[src/rtl/ram_bist_master.sv]
// March-free write/read BIST initiator for a single-port RAM: writes pattern^addr
// over the whole array, reads it back through an RD_LAT-deep compare pipeline.
module ram_bist_master #(
    parameter int ADDR_W = 13,
    parameter int DATA_W = 16,
    parameter int RD_LAT = 1
) (
    input  logic              clk,
    input  logic              reset,
    input  logic              start,
    input  logic [DATA_W-1:0] pattern,
    output logic              busy,
    output logic              done,
    output logic              pass,
    output logic [ADDR_W-1:0] fail_addr,
    output logic [ADDR_W:0]   fail_cnt,
    output logic              ram_wr,
    output logic [ADDR_W-1:0] ram_addr,
    output logic [DATA_W-1:0] ram_datain,
    input  logic [DATA_W-1:0] ram_dataout
);

    typedef enum logic [2:0] {IDLE, WRITE, READ, DRAIN, DONE} state_t;

    localparam logic [ADDR_W-1:0] ADDR_ZERO = {ADDR_W{1'b0}};
    localparam logic [ADDR_W-1:0] ADDR_ONE  = {{(ADDR_W-1){1'b0}}, 1'b1};
    localparam logic [ADDR_W-1:0] ADDR_LAST = {ADDR_W{1'b1}};
    localparam logic [ADDR_W:0]   CNT_ZERO  = {(ADDR_W+1){1'b0}};
    localparam logic [ADDR_W:0]   CNT_ONE   = {{ADDR_W{1'b0}}, 1'b1};
    localparam logic [ADDR_W:0]   CNT_MAX   = {(ADDR_W+1){1'b1}};
    localparam logic [DATA_W-1:0] DATA_ZERO = {DATA_W{1'b0}};
    localparam logic [2:0]        DRAIN_END = 3'(RD_LAT - 1);

    // Zero-extend (or truncate) an address into a data word.
    function automatic logic [DATA_W-1:0] addr_word(input logic [ADDR_W-1:0] a);
        logic [ADDR_W+DATA_W-1:0] w;
        w = {{DATA_W{1'b0}}, a};
        return w[DATA_W-1:0];
    endfunction

    state_t              r_state;
    logic [DATA_W-1:0]   r_pattern;
    logic [2:0]          r_drain;
    logic                r_busy;
    logic                r_done;
    logic                r_pass;
    logic [ADDR_W-1:0]   r_fail_addr;
    logic [ADDR_W:0]     r_fail_cnt;
    logic                r_ram_wr;
    logic [ADDR_W-1:0]   r_ram_addr;
    logic [DATA_W-1:0]   r_ram_datain;

    logic                r_pv [RD_LAT];
    logic [DATA_W-1:0]   r_pe [RD_LAT];
    logic [ADDR_W-1:0]   r_pa [RD_LAT];

    logic                w_start_ok;
    logic                w_mis;
    logic [ADDR_W:0]     w_cnt_nxt;
    logic [ADDR_W-1:0]   w_addr_inc;

    assign w_addr_inc = r_ram_addr + ADDR_ONE;

    // Start acceptance, read-data compare and saturating mismatch count.
    always_comb begin
        w_start_ok = 1'b0;
        w_mis      = 1'b0;
        w_cnt_nxt  = r_fail_cnt;
        if (((r_state == IDLE) || (r_state == DONE)) && start) begin
            w_start_ok = 1'b1;
        end else begin
            w_start_ok = 1'b0;
        end
        if (r_pv[RD_LAT-1] && (ram_dataout != r_pe[RD_LAT-1])) begin
            w_mis = 1'b1;
        end else begin
            w_mis = 1'b0;
        end
        if (w_mis && (r_fail_cnt != CNT_MAX)) begin
            w_cnt_nxt = r_fail_cnt + CNT_ONE;
        end else begin
            w_cnt_nxt = r_fail_cnt;
        end
    end

    // Expected word/address pipeline aligned with the RAM read latency.
    always_ff @(posedge clk or negedge reset) begin
        if (!reset) begin
            for (int i = 0; i < RD_LAT; i++) begin
                r_pv[i] <= 1'b0;
                r_pe[i] <= DATA_ZERO;
                r_pa[i] <= ADDR_ZERO;
            end
        end else begin
            for (int i = RD_LAT - 1; i > 0; i--) begin
                r_pv[i] <= r_pv[i-1];
                r_pe[i] <= r_pe[i-1];
                r_pa[i] <= r_pa[i-1];
            end
            r_pv[0] <= (r_state == READ);
            r_pe[0] <= r_pattern ^ addr_word(r_ram_addr);
            r_pa[0] <= r_ram_addr;
        end
    end

    // Run sequencer with registered RAM strobes and result flags.
    always_ff @(posedge clk or negedge reset) begin
        if (!reset) begin
            r_state      <= IDLE;
            r_pattern    <= DATA_ZERO;
            r_drain      <= 3'd0;
            r_busy       <= 1'b0;
            r_done       <= 1'b0;
            r_pass       <= 1'b0;
            r_fail_addr  <= ADDR_ZERO;
            r_fail_cnt   <= CNT_ZERO;
            r_ram_wr     <= 1'b0;
            r_ram_addr   <= ADDR_ZERO;
            r_ram_datain <= DATA_ZERO;
        end else begin
            case (r_state)
                IDLE, DONE: begin
                    if (start) begin
                        r_state      <= WRITE;
                        r_pattern    <= pattern;
                        r_busy       <= 1'b1;
                        r_done       <= 1'b0;
                        r_pass       <= 1'b0;
                        r_ram_wr     <= 1'b1;
                        r_ram_addr   <= ADDR_ZERO;
                        r_ram_datain <= pattern;
                    end else begin
                        r_state <= r_state;
                    end
                end
                WRITE: begin
                    if (r_ram_addr == ADDR_LAST) begin
                        r_state      <= READ;
                        r_ram_wr     <= 1'b0;
                        r_ram_addr   <= ADDR_ZERO;
                        r_ram_datain <= DATA_ZERO;
                    end else begin
                        r_ram_addr   <= w_addr_inc;
                        r_ram_datain <= r_pattern ^ addr_word(w_addr_inc);
                    end
                end
                READ: begin
                    if (r_ram_addr == ADDR_LAST) begin
                        r_state    <= DRAIN;
                        r_ram_addr <= ADDR_ZERO;
                        r_drain    <= 3'd0;
                    end else begin
                        r_ram_addr <= w_addr_inc;
                    end
                end
                DRAIN: begin
                    // The last compare lands on this edge, so pass uses the next count.
                    if (r_drain == DRAIN_END) begin
                        r_state <= DONE;
                        r_busy  <= 1'b0;
                        r_done  <= 1'b1;
                        r_pass  <= (w_cnt_nxt == CNT_ZERO);
                    end else begin
                        r_drain <= r_drain + 3'd1;
                    end
                end
                default: begin
                    r_state      <= IDLE;
                    r_busy       <= 1'b0;
                    r_done       <= 1'b0;
                    r_ram_wr     <= 1'b0;
                    r_ram_addr   <= ADDR_ZERO;
                    r_ram_datain <= DATA_ZERO;
                end
            endcase

            if (w_start_ok) begin
                r_fail_cnt  <= CNT_ZERO;
                r_fail_addr <= ADDR_ZERO;
            end else if (w_mis) begin
                r_fail_cnt <= w_cnt_nxt;
                if (r_fail_cnt == CNT_ZERO) begin
                    r_fail_addr <= r_pa[RD_LAT-1];
                end else begin
                    r_fail_addr <= r_fail_addr;
                end
            end else begin
                r_fail_cnt <= r_fail_cnt;
            end
        end
    end

    assign busy       = r_busy;
    assign done       = r_done;
    assign pass       = r_pass;
    assign fail_addr  = r_fail_addr;
    assign fail_cnt   = r_fail_cnt;
    assign ram_wr     = r_ram_wr;
    assign ram_addr   = r_ram_addr;
    assign ram_datain = r_ram_datain;

endmodule

[config.mk]
export PLATFORM = sky130hd
export DESIGN_NAME = ram_bist_master
export DESIGN_NICKNAME = d
export VERILOG_FILES = /design/src/rtl/ram_bist_master.sv
export SDC_FILE = /design/constraint.sdc
export NUM_CORES = 1
export LEC_CHECK = 0
export BUFFER_PORTS_ARGS = -buffer_cell sky130_fd_sc_hd__buf_2
export CORE_ASPECT_RATIO = 1.5
export CORE_MARGIN = 2
export CORE_UTILIZATION = 33
export DETAILED_ROUTE_END_ITERATION = 16
export SYNTH_ARGS = -nofsm -noshare
export SYNTH_HDL_FRONTEND = slang
export SYNTH_SLANG_ARGS = --single-unit
[constraint.sdc]
create_clock -name clk -period 2 [get_ports clk]
set_input_delay 0 -clock clk [delete_from_list [all_inputs] [get_ports clk]]
set_output_delay 0 -clock clk [all_outputs]
set_load 0.02 [all_outputs]
==> impl_metrics.json <==
{
  "slew_violations": 0,
  "cts_tree": "yes",
  "critPathKind": "flip-flop to flip-flop",
  "pre_cts_slack_ns": -0.273,
  "routedWlPerCell_um": 17.7,
  "syn_to_final_growth_pct": 39.3,
  "die_h_um": 160,
  "cpPeakStageDelay_ns": 0.44,
  "clock_power_share": 0.242,
  "yosys-top-cells-area": "dfrtp_1 (52%), xor2_1 (7.0%), o21ai_0 (4.3%), mux2_2 (3.4%), nand2_1 (3.0%)",
  "fin_crit_ns": 2.15,
  "cts.reportedPaths.clkPinSlew_ns": 0.08,
  "fin_skew_ns": 0.0113,
  "io_pins": 95,
  "wl_met3_um": 797,
  "setup_viol": 8,
  "max_clock_freq_mhz": 466,
  "grt_setup_unrepaired": "yes",
  "total_power_mw": 7.82,
  "worst_ep_arrival_time_ns": 2.45,
  "fin_cells": 905,
  "cp-endpoint": "pass",
  "wl_met2_mm": 8.35,
  "grt_max_degree": 64,
  "dr.pass1.iters": 4,
  "cp.buffers_inverters": 0,
  "final_util": 0.466,
  "met1_length_mm": 6.18,
  "io_buffers": 94,
  "root_buffer": "clkbuf_16",
  "synth_edf_count": 0,
  "async_reset_ff_frac": 1.00,
  "fin_setup_tns_ns": -0.361,
  "tightest_slew_ns": 0.544,
  "ys_ff_latch": 112,
  "grt_pass1_vias": 4748,
  "reg2reg_depth": 7,
  "vdd_drop_max_mv": 0.670,
  "final-hold-violation-count": 0,
  "grt_use_total": 0.191,
  "placed_cells": 859,
  "critPathRequiredTime_ns": 2.31,
  "yosysSeqAreaShare": 0.522,
  "antenna_found_initial": 0,
  "violations": "setup timing",
  "synthCells": 502,
  "relSlewSlack": 0.638,
  "wl_mm": 16.0,
  "h-tree-depth": 3,
  "design_area_sq_um": 7480,
  "p_sw_mw": 2.76,
  "routed-via-count": 4623,
  "power.leakage_nw": 3.49,
  "period_share": 1.07,
  "cts_sinks": 112,
  "startpoint_type": "flip-flop",
  "rows": 57,
  "clock_path_buffers": 2,
  "drive_gt1_frac": 0.408,
  "viasPerCell": 5.11,
  "grt_pass1_wl_mm": 25.2,
  "yosysWarnings": 0,
  "power_density_nw_per_um2": 1050,
  "maxCapViolations": 0,
  "synth.distinct_cells": 58,
  "hp-class": "input port to async pin",
  "r2r-end": "pass",
  "cp_num_cells": 7,
  "drc": 0,
  "place_hpwl_mm": 11.8,
  "status": "finished with violations",
  "reg2reg_from": "fail_cnt[1]",
  "synth.avg_cell_area_sq_um": 10.7,
  "synth_top_area_share": 0.522,
  "timing.hold.ws_ns": 0.165,
  "endpoint_kind": "flip-flop",
  "die_w_um": 108,
  "dieArea_sq_um": 17300,
  "synth.net_count": 542,
  "power.share.sequential": 0.420,
  "drtIter0Drc": 226,
  "switching_share": 0.352,
  "cp_slowest_cell": "dfrtp_2",
  "core_area_sq_um": 16000,
  "reg2reg_slack_ns": -0.15,
  "finalWorstSetupSlack_ns": -0.145,
  "combPwrFrac": 0.338,
  "top_layer": "met4",
  "cp-startpoint": "fail_cnt[1]",
  "ant_nets": 0,
  "clock_latency_ns": 0.36,
  "gp_congestion": 0.948,
  "diodes": 0,
  "nNetsFinal": 734,
  "dpl_cell_area_sq_um": 6650,
  "yosysTopAreaCell": "dfrtp_1",
  "yosys_most_used_dff": "dfrtp_1",
  "worstPathCellList": "ha_4 > and3_4 > and4_4 > or3_4 > or3_1 > a222oi_1 > a41o_1",
  "cts-buffers-inserted": 9,
  "crit_family": "simple AND/OR/NAND/NOR gates",
  "start_util": 0.335,
  "synth_area_sq_um": 5370,
  "overflow": 0,
  "crit_path_max_fanout": 5,
  "p_int_mw": 5.07
}
==> synthesized netlist by cell type (all sizes together) (2+ instances only) <==
library cell,instances
a22oi,14
or3,6
nor4,12
clkbuf,15
and2,2
o31ai,5
and4,3
ha,5
a21oi,9
nand2b,2
nand4,9
nor3,7
nand3b,2
dfrtp,112
nor2b,7
xnor2,14
nor2,43
a2bb2oi,2
o21ai,47
o211ai,3
buf,14
xor2,43
o41ai,2
or2,3
mux2i,14
nand4b,2
nand2,43
a22o,2
o31a,2
or4,3
inv,6
nand3,14
a211o,2
mux2,16
nor3b,2
and3,5
==> final cells by class <==
type / count / area [sq um]
clock inverter: 7 / 83.8
clock buffer: 9 / 225
sequential: 112 / 2810
tap: 206 / 258
timing repair buffer: 209 / 1460
multi-input combinational: 356 / 2630
fill: 1506 / 8560
inverter: 6 / 22.5
==> worst min-delay path by stage <==
stage / endpoint / slack (ns) / depth (start not counted)
floorplan: busy / -0.30 / 0
global placement: fail_addr[0] / 0.02 / 1
detailed placement: r_pa[0] / 0.02 / 1
CTS: fail_cnt[2] / 0.17 / 2
global route: fail_cnt[2] / 0.21 / 2
finish: fail_cnt[13] / 0.16 / 2
==> cells by family after synthesis <==
| kind of cell | after synthesis | synth area share |
|---|---|---|
| mux | 30 | 0.0596 |
| xor+xnor | 57 | 0.0929 |
| buf+inv | 35 | 0.0384 |
| simple gates | 166 | 0.162 |
| compound gates | 97 | 0.114 |
| flops | 112 | 0.522 |
| fa+ha+maj | 5 | 0.0116 |
==> layer usage <==
layer	up-vias	GRT usage
met5	-	0
met4	0	0.0816
met1	2269	0.219
met2	145	0.338
li1	2167	-
met3	42	0.0390
==> cell usage in the layout (no fill, tap or decap), drive strengths merged, types with 10 or more instances in the layout <==
cell type | Yosys | layout
buf | 14 | 191
dfrtp | 112 | 112
o21ai | 47 | 47
xor2 | 43 | 43
nand2 | 43 | 43
nor2 | 43 | 43
dlygate4sd3 | 0 | 18
mux2 | 16 | 16
nand3 | 14 | 14
xnor2 | 14 | 14
mux2i | 14 | 14
a22oi | 14 | 14
nor4 | 12 | 12
inv | 6 | 10
==> worst register-to-register path: stages (launching register included) <==
cell and delay, ns:
dfrtp_2 0.44, ha_4 0.17, and3_4 0.19, and4_4 0.16, or3_4 0.33, or3_1 0.31, a222oi_1 0.31, a41o_1 0.19
==> flip-flops by register name, indices dropped and copies added (netlist names) <==
| register | cells |
|---|---|
| r_pattern | 16 |
| r_pe | 16 |
| ram_datain | 16 |
| fail_cnt | 14 |
| fail_addr | 13 |
| r_pa | 13 |
| ram_addr | 13 |
| r_drain | 3 |
| r_state | 3 |
| busy | 1 |
| done | 1 |
| pass | 1 |
| r_pv | 1 |
| ram_wr | 1 |
==> power groups by stage <==
stage	sequential, mW	clock, mW	combinational [mW]
2_1_floorplan	3.61	0	1.14
3_3_place_gp	3.30	0	2.40
3_5_place_dp	3.33	0	2.42
4_1_cts	3.29	1.95	2.52
5_1_grt	3.37	2.05	2.88
6_report	3.29	1.89	2.64
==> repair_timing <==
action                                  4_1_cts  5_1_grt
endpoints found under the setup margin       42       48
gates resized for setup                      15       63
hold endpoints to repair                     59        0
setup buffers                                 5       10
hold buffers                                 18        0
cloned                                        1        0
pin swaps                                    12       32
Note: power is estimated with default switching activity, not from simulation.
